`config.mk`:
```
export PLATFORM = sky130hd
export DESIGN_NAME = mod_mapper_gen
export DESIGN_NICKNAME = d
export VERILOG_FILES = /design/src/rtl/mod_mapper_gen.sv
export SDC_FILE = /design/constraint.sdc
export NUM_CORES = 1
export LEC_CHECK = 0
export ABC_AREA = 1
export CORE_AREA = 2 2 141 171
export CTS_CLUSTER_SIZE = 12
export DETAILED_ROUTE_END_ITERATION = 8
export DIE_AREA = 0 0 143 173
export PLACE_DENSITY = 0.56
export SKIP_CTS_REPAIR_TIMING = 1
export SLEW_MARGIN = 10
export SYNTH_ARGS = -nofsm -noshare
export SYNTH_HDL_FRONTEND = slang
export SYNTH_SLANG_ARGS = --single-unit
```
`constraint.sdc`:
```
create_clock -name CLK_Mod -period 9.15 [get_ports CLK_Mod]
set_clock_uncertainty 0.2 [all_clocks]
set_input_delay 0.915 -clock CLK_Mod [delete_from_list [all_inputs] [get_ports CLK_Mod]]
set_output_delay 0.915 -clock CLK_Mod [all_outputs]
set_load 0.02 [all_outputs]
```
`src/rtl/mod_mapper_gen.sv`:
```
// Serial-bit to Q.10 I/Q constellation mapper (BPSK..256QAM) with ping-pong block addressing.
// Optional build macro: MOD_MAPPER_PAD_EN (zero-fill and emit a partial symbol at burst end).
module mod_mapper_gen #(
    parameter int OUT_WIDTH  = 18,
    parameter int ADDR_WIDTH = 11,
    parameter int MAX_SYMS   = 1200
) (
    input  logic                        CLK_Mod,
    input  logic                        RST_Mod,
    input  logic                        Valid_Mod_IN,
    output logic                        Ready_Mod,
    input  logic                        Bit_IN,
    input  logic [3:0]                  Order_Mod,
    input  logic [ADDR_WIDTH-1:0]       Block_Len,
    output logic signed [OUT_WIDTH-1:0] Mod_OUT_I,
    output logic signed [OUT_WIDTH-1:0] Mod_OUT_Q,
    output logic                        Mod_Valid_OUT,
    output logic                        write_enable,
    output logic [ADDR_WIDTH-1:0]       Wr_addr,
    output logic                        Bank_Sel,
    output logic                        MOD_DONE,
    output logic [ADDR_WIDTH-1:0]       Last_addr,
    output logic                        PINGPONG_SWITCH,
    output logic                        Order_Err
);

    typedef enum logic [1:0] {ST_IDLE, ST_RUN, ST_FLUSH, ST_ERR} state_t;

    localparam logic [ADDR_WIDTH:0] LP_MAX = (ADDR_WIDTH + 1)'(MAX_SYMS);

    state_t                  r_state, w_state_nxt;
    logic [3:0]              r_cnt, w_cnt_nxt, r_order, w_order_cur;
    logic [7:0]              r_sym, w_sym_nxt, w_bits, r_s1_bits, w_load_bits;
    logic [ADDR_WIDTH-1:0]   r_blen, r_wr_addr, r_last;
    logic                    r_s1_valid, r_out_valid, r_bank, r_done, r_err;
    logic signed [OUT_WIDTH-1:0] r_out_i, r_out_q;
    logic                    w_ready, w_take, w_load, w_latch, w_err, w_flush_done;
    logic signed [11:0]      w_i, w_q;

    function automatic logic f_legal(input logic [3:0] ord);
        case (ord)
            4'd1, 4'd2, 4'd4, 4'd6, 4'd8: f_legal = 1'b1;
            default:                      f_legal = 1'b0;
        endcase
    endfunction

    // One axis of the constellation: a is the sign bit, c/d/e the nested amplitude bits.
    function automatic logic signed [11:0] f_axis(input logic [3:0] ord, input logic a,
                                                  input logic c, input logic d, input logic e);
        logic [3:0]  w2e, w2d, w4, mag;
        logic [10:0] fac;
        logic [11:0] p;
        w2e = e ? 4'd3 : 4'd1;
        w2d = d ? 4'd3 : 4'd1;
        w4  = d ? (4'd4 + w2e) : (4'd4 - w2e);
        case (ord)
            4'd4: begin mag = c ? 4'd3 : 4'd1;                   fac = 11'd324; end
            4'd6: begin mag = c ? (4'd4 + w2d) : (4'd4 - w2d);  fac = 11'd158; end
            4'd8: begin mag = c ? (4'd8 + w4) : (4'd8 - w4);    fac = 11'd79;  end
            default: begin mag = 4'd1;                           fac = 11'd724; end
        endcase
        p = {8'd0, mag} * {1'b0, fac};
        f_axis = a ? -$signed(p) : $signed(p);
    endfunction

    assign Ready_Mod       = w_ready;
    assign Mod_OUT_I       = r_out_i;
    assign Mod_OUT_Q       = r_out_q;
    assign Mod_Valid_OUT   = r_out_valid;
    assign write_enable    = r_out_valid;
    assign Wr_addr         = r_wr_addr;
    assign Bank_Sel        = r_bank;
    assign MOD_DONE        = r_done;
    assign PINGPONG_SWITCH = r_done;
    assign Last_addr       = r_last;
    assign Order_Err       = r_err;

    // Stage-1 symbol mapping feeding the registered outputs.
    always_comb begin
        w_i = f_axis(r_order, r_s1_bits[0], r_s1_bits[2], r_s1_bits[4], r_s1_bits[6]);
        w_q = f_axis(r_order, (r_order == 4'd1) ? r_s1_bits[0] : r_s1_bits[1],
                     r_s1_bits[3], r_s1_bits[5], r_s1_bits[7]);
    end

    // Next-state logic, bit collection and stage-1 load control.
    always_comb begin
        w_state_nxt  = r_state;
        w_cnt_nxt    = r_cnt;
        w_sym_nxt    = r_sym;
        w_load       = 1'b0;
        w_load_bits  = r_sym;
        w_latch      = 1'b0;
        w_err        = 1'b0;
        w_take       = 1'b0;
        w_flush_done = 1'b0;
        w_ready      = (r_state == ST_IDLE) || (r_state == ST_RUN);
        w_order_cur  = (r_state == ST_IDLE) ? Order_Mod : r_order;
        w_bits       = r_sym;
        w_bits[r_cnt[2:0]] = Bit_IN;
        case (r_state)
            ST_IDLE: begin
                if (Valid_Mod_IN && f_legal(Order_Mod)) begin
                    w_latch     = 1'b1;
                    w_take      = 1'b1;
                    w_state_nxt = ST_RUN;
                end else if (Valid_Mod_IN) begin
                    w_err       = 1'b1;
                    w_state_nxt = ST_ERR;
                end else begin
                    w_state_nxt = ST_IDLE;
                end
            end
            ST_RUN: begin
                if (Valid_Mod_IN) begin
                    w_take = 1'b1;
                end else begin
`ifdef MOD_MAPPER_PAD_EN
                    w_load = (r_cnt != 4'd0);
`else
                    w_load = 1'b0;
`endif
                    w_cnt_nxt   = 4'd0;
                    w_sym_nxt   = 8'd0;
                    w_state_nxt = ST_FLUSH;
                end
            end
            ST_FLUSH: begin
                if (!r_s1_valid && !r_out_valid) begin
                    w_flush_done = 1'b1;
                    w_state_nxt  = ST_IDLE;
                end else begin
                    w_state_nxt = ST_FLUSH;
                end
            end
            ST_ERR: begin
                if (!Valid_Mod_IN) begin
                    w_state_nxt = ST_IDLE;
                end else begin
                    w_state_nxt = ST_ERR;
                end
            end
            default: w_state_nxt = ST_IDLE;
        endcase
        if (w_take && (r_cnt + 4'd1 == w_order_cur)) begin
            w_load      = 1'b1;
            w_load_bits = w_bits;
            w_cnt_nxt   = 4'd0;
            w_sym_nxt   = 8'd0;
        end else if (w_take) begin
            w_cnt_nxt = r_cnt + 4'd1;
            w_sym_nxt = w_bits;
        end else begin
            w_cnt_nxt = w_cnt_nxt;
        end
    end

    // State, pipeline, addressing and block-close registers.
    always_ff @(posedge CLK_Mod) begin
        if (!RST_Mod) begin
            r_state     <= ST_IDLE;
            r_cnt       <= 4'd0;
            r_sym       <= 8'd0;
            r_order     <= 4'd0;
            r_blen      <= {ADDR_WIDTH{1'b0}};
            r_s1_valid  <= 1'b0;
            r_s1_bits   <= 8'd0;
            r_out_valid <= 1'b0;
            r_out_i     <= {OUT_WIDTH{1'b0}};
            r_out_q     <= {OUT_WIDTH{1'b0}};
            r_wr_addr   <= {ADDR_WIDTH{1'b0}};
            r_bank      <= 1'b0;
            r_done      <= 1'b0;
            r_last      <= {ADDR_WIDTH{1'b0}};
            r_err       <= 1'b0;
        end else begin
            r_state    <= w_state_nxt;
            r_cnt      <= w_cnt_nxt;
            r_sym      <= w_sym_nxt;
            r_err      <= w_err;
            r_s1_valid <= w_load;
            r_done     <= 1'b0;
            if (w_latch) begin
                r_order <= Order_Mod;
                // Out-of-range lengths fall back to the largest legal block.
                r_blen  <= (Block_Len == {ADDR_WIDTH{1'b0}} || {1'b0, Block_Len} > LP_MAX)
                           ? LP_MAX[ADDR_WIDTH-1:0] : Block_Len;
            end
            if (w_load) begin
                r_s1_bits <= w_load_bits;
            end
            r_out_valid <= r_s1_valid;
            r_out_i     <= r_s1_valid ? {{(OUT_WIDTH-12){w_i[11]}}, w_i} : {OUT_WIDTH{1'b0}};
            r_out_q     <= r_s1_valid ? {{(OUT_WIDTH-12){w_q[11]}}, w_q} : {OUT_WIDTH{1'b0}};
            if (r_out_valid && (r_wr_addr == r_blen - {{(ADDR_WIDTH-1){1'b0}}, 1'b1})) begin
                r_wr_addr <= {ADDR_WIDTH{1'b0}};
                r_done    <= 1'b1;
                r_last    <= r_wr_addr;
                r_bank    <= ~r_bank;
            end else if (r_out_valid) begin
                r_wr_addr <= r_wr_addr + {{(ADDR_WIDTH-1){1'b0}}, 1'b1};
            end else if (w_flush_done && (r_wr_addr != {ADDR_WIDTH{1'b0}})) begin
                r_wr_addr <= {ADDR_WIDTH{1'b0}};
                r_done    <= 1'b1;
                r_last    <= r_wr_addr - {{(ADDR_WIDTH-1){1'b0}}, 1'b1};
                r_bank    <= ~r_bank;
            end else begin
                r_wr_addr <= r_wr_addr;
            end
        end
    end

endmodule

```
==> qor.txt <==
Status = finished clean
Max incr delay on CP = 0.55 ns
Largest net degree at the start of global routing = 35
CP Cell Sequence = inv_1, nand3_1, inv_1, o21ai_0, a21oi_1, or2_2, nor2_1, inv_1, fa_1, fa_1, inv_1, fa_1, nand3b_1, nand2_1, xnor2_1, nand3_1, nor2_1, nand3_1, a21oi_1, nor2_1
Synth top area share = 0.254
CTS max path bufs = 2
Area growth from synthesis to layout = 19.3%
Setup TNS Final = 0 ns
Die extent in y = 173 µm
Worst vdd ir = 0.0866 mV
Synth Cell Area = 6850 µm²
Fin. max-slew vios = 0
Final wirelength = 17300 µm
Routability-driven placement congestion ratio = 0.869
Buf/Inv on CP = 4
CTS Buf Count = 9
Total GRT Usage = 0.148
Final core occ = 0.356
FF-to-FF setup slack = 4.34 ns
CP startpoint = r_order[2]$_SDFFE_PN0P_
Post-synthesis async set-or-reset flop share = 0
CP Class = flip-flop to flip-flop
Worst endpoint data arrival time = 4.86 ns
Initial core utilization = 0.298
Count leader, synth = nand2_1
Worst Hold Path Cells = 2
Worst r2r src = r_order[2]$_SDFFE_PN0P_
Critical R2R Capture = Mod_OUT_Q[11]$_SDFF_PN0_
Post-Synthesis Cells = 1017
ANT nets after route = 0
Leak = 3.72 nW
Hold Path Class = flip-flop to flip-flop
RSZ-0062 raised after global routing = false
IO Count = 84
Cell mode on critical path = inv_1
CP Launch Type = flip-flop
Flop and latch count out of synthesis = 87
Fin crit share = 0.526
DRT iter0 DRCs = 407
Share of cells above drive strength 1 = 0.0557
Std cell rows = 61
FMAX = 208 MHz
Final Setup Violations = 0
DRC Markers = 0
Ys flop type = dfxtp_1
Yosys cell types = 46
First-pass DRT Iterations = 4
Worst reg-to-reg path cell count = 20
PortBufs = 83
Worst-Margin Slew = 0.666 ns
Hold worst-path end = r_sym[7]$_SDFFE_PP0P_
Antenna violations before repair = 0
Data required, critical path = 9.20 ns
Main area contributors after synthesis = dfxtp_1 (25%), nand2_1 (13%), inv_1 (8.4%), fa_1 (7.0%), ha_1 (6.8%)
Clk Latency, worst-skew pair = 0.35 ns
Top delay family on crit path = simple AND/OR/NAND/NOR gates
CP max FO = 14
Die Wd = 143 µm
Maxcap violations = 0
CTS tree = built
Hold Vio Cnt, Final = 0
Fin nets = 1154
Rel. slew slack = 0.555
Vias per std cell = 4.49
Synthesized area per cell = 6.74 µm²
CTS sink cnt = 87
Post-layout min period = 4.81 ns
H-tree depth = 3
WL/cell = 12.4 µm
Seq/Total Area, Yosys = 0.254
Ys Warns = 0
CP Capture Type = flip-flop
Vias in the first global route = 6210
Yosys top cell by area = dfxtp_1
Pwr Density = 125 nW/µm²
Via total after detailed routing = 6257
Root Driver = clkbuf_16
First-pass GRT wire length = 29700 µm
EDFF count, synth = 0
Diode count = 0
Area of the core = 23000 µm²
Min-delay src = r_sym[7]$_SDFFE_PP0P_
Final HPWL DP = 13600 µm
Synth top cells by count = nand2_1 (233), inv_1 (153), nor2_1 (94), dfxtp_1 (87), nand3_1 (73)
DIE AREA = 24700 µm²
Crit path max-delay cell type = fa_1
CTS clk-pin slew, worst paths = 0.06 ns
Remaining Overflow, GRT = 0
==> kinds of logic after synthesis <==
| kind of cell | Yosys count | share of synthesized area |
|---|---|---|
| other | 2 | 0.00110 |
| XOR/XNOR | 31 | 0.0396 |
| AO/OA/AOI/OAI | 137 | 0.106 |
| adder cells (fa/ha/maj) | 61 | 0.138 |
| buffers and inverters | 202 | 0.123 |
| flip-flops | 87 | 0.254 |
| AND/OR/NAND/NOR | 497 | 0.338 |
==> report_power, final <==
| part | total, mW | leakage [nW] | internal, mW | switching (mW) |
|---|---|---|---|---|
| logic | 0.213 | 2.87 | 0.0749 | 0.138 |
| clock network | 0.411 | 0.154 | 0.251 | 0.160 |
| registers | 0.395 | 0.703 | 0.386 | 0.00880 |
| total | 1.02 | 3.72 | 0.712 | 0.307 |
==> cell type report <==
cell class                      count  area, µm²
Clock buffer                       11        253
Clock inverter                      3       67.6
Fill cell                        2497      14800
Inverter                          158        593
Multi-Input combinational cell    734       4290
Sequential cell                    87       1740
Tap cell                          315        394
Timing Repair Buffer               84        838
==> placed cells by master (no fill, tap or decap), drive strengths merged, types with 8 or more instances in the layout <==
| cell type | netlist | layout |
|---|---|---|
| nor2 | 113 | 113 |
| or2 | 8 | 8 |
| a21oi | 63 | 63 |
| dfxtp | 87 | 87 |
| clkbuf | 13 | 11 |
| nand3 | 76 | 76 |
| xnor2 | 11 | 11 |
| clkdlybuf4s50 | 0 | 83 |
| fa | 24 | 24 |
| xor2 | 20 | 20 |
| nor3 | 19 | 19 |
| nand4 | 19 | 19 |
| nand3b | 16 | 16 |
| nand2 | 242 | 242 |
| o21ai | 59 | 59 |
| ha | 37 | 37 |
| inv | 157 | 157 |
| conb | 2 | 8 |
==> worst max path at each step <==
stage / end / slack (ns) / cells after the start
CTS: Mod_OUT_Q[11]$_SDFF_PN0_ / 4.38 / 20
global placement: Mod_OUT_Q[11]$_SDFF_PN0_ / 4.50 / 20
floorplan: Mod_OUT_Q[11]$_SDFF_PN0_ / 4.97 / 19
detailed placement: Mod_OUT_Q[11]$_SDFF_PN0_ / 4.41 / 20
global route: Mod_OUT_Q[11]$_SDFF_PN0_ / 3.96 / 20
finish: Mod_OUT_Q[11]$_SDFF_PN0_ / 4.34 / 20
==> metrics by stage <==
| step | std cells | cell area (µm²) | total power, mW | hold WS [ns] | setup slack [ns] |
|---|---|---|---|---|---|
| floorplan | 1023 | 6880 | 0.568 | 0.239 | 4.97 |
| global placement | 1378 | 7860 | 0.615 | 0.250 | 4.50 |
| detailed placement | 1378 | 7860 | 0.617 | 0.256 | 4.41 |
| CTS | 1392 | 8180 | 1.04 | 0.266 | 4.38 |
| global route | 1392 | 8180 | 1.08 | 0.291 | 3.96 |
| finish | 1392 | 8180 | 1.02 | 0.263 | 4.34 |
==> metal layers <==
layer / track usage / wire, µm
met1: 0.178 / 7600
met2: 0.261 / 8640
met3: 0.0224 / 668
met4: 0.0573 / 361
met5: 0 / 0
==> sequential cells by signal (all words and copies together), names as in the netlist <==
signal and count:
Mod_OUT_I 12, Last_addr 11, Mod_OUT_Q 11, Wr_addr 11, r_blen 11, r_s1_bits 8, r_sym 8, r_cnt 4
r_order 4, r_state 2, Bank_Sel 1, MOD_DONE 1, Mod_Valid_OUT 1, Order_Err 1, r_s1_valid 1
==> worst reg2reg max path, delay by kind of cell (launching register included) <==
family | cells | cell delay, ns
AO/OA/AOI/OAI | 3 | 0.34
AND/OR/NAND/NOR | 9 | 1.70
buffers and inverters | 4 | 0.43
flip-flops | 1 | 0.35
XOR/XNOR | 1 | 0.21
adder cells (fa/ha/maj) | 3 | 1.50
(Power assumes the default switching activity.)
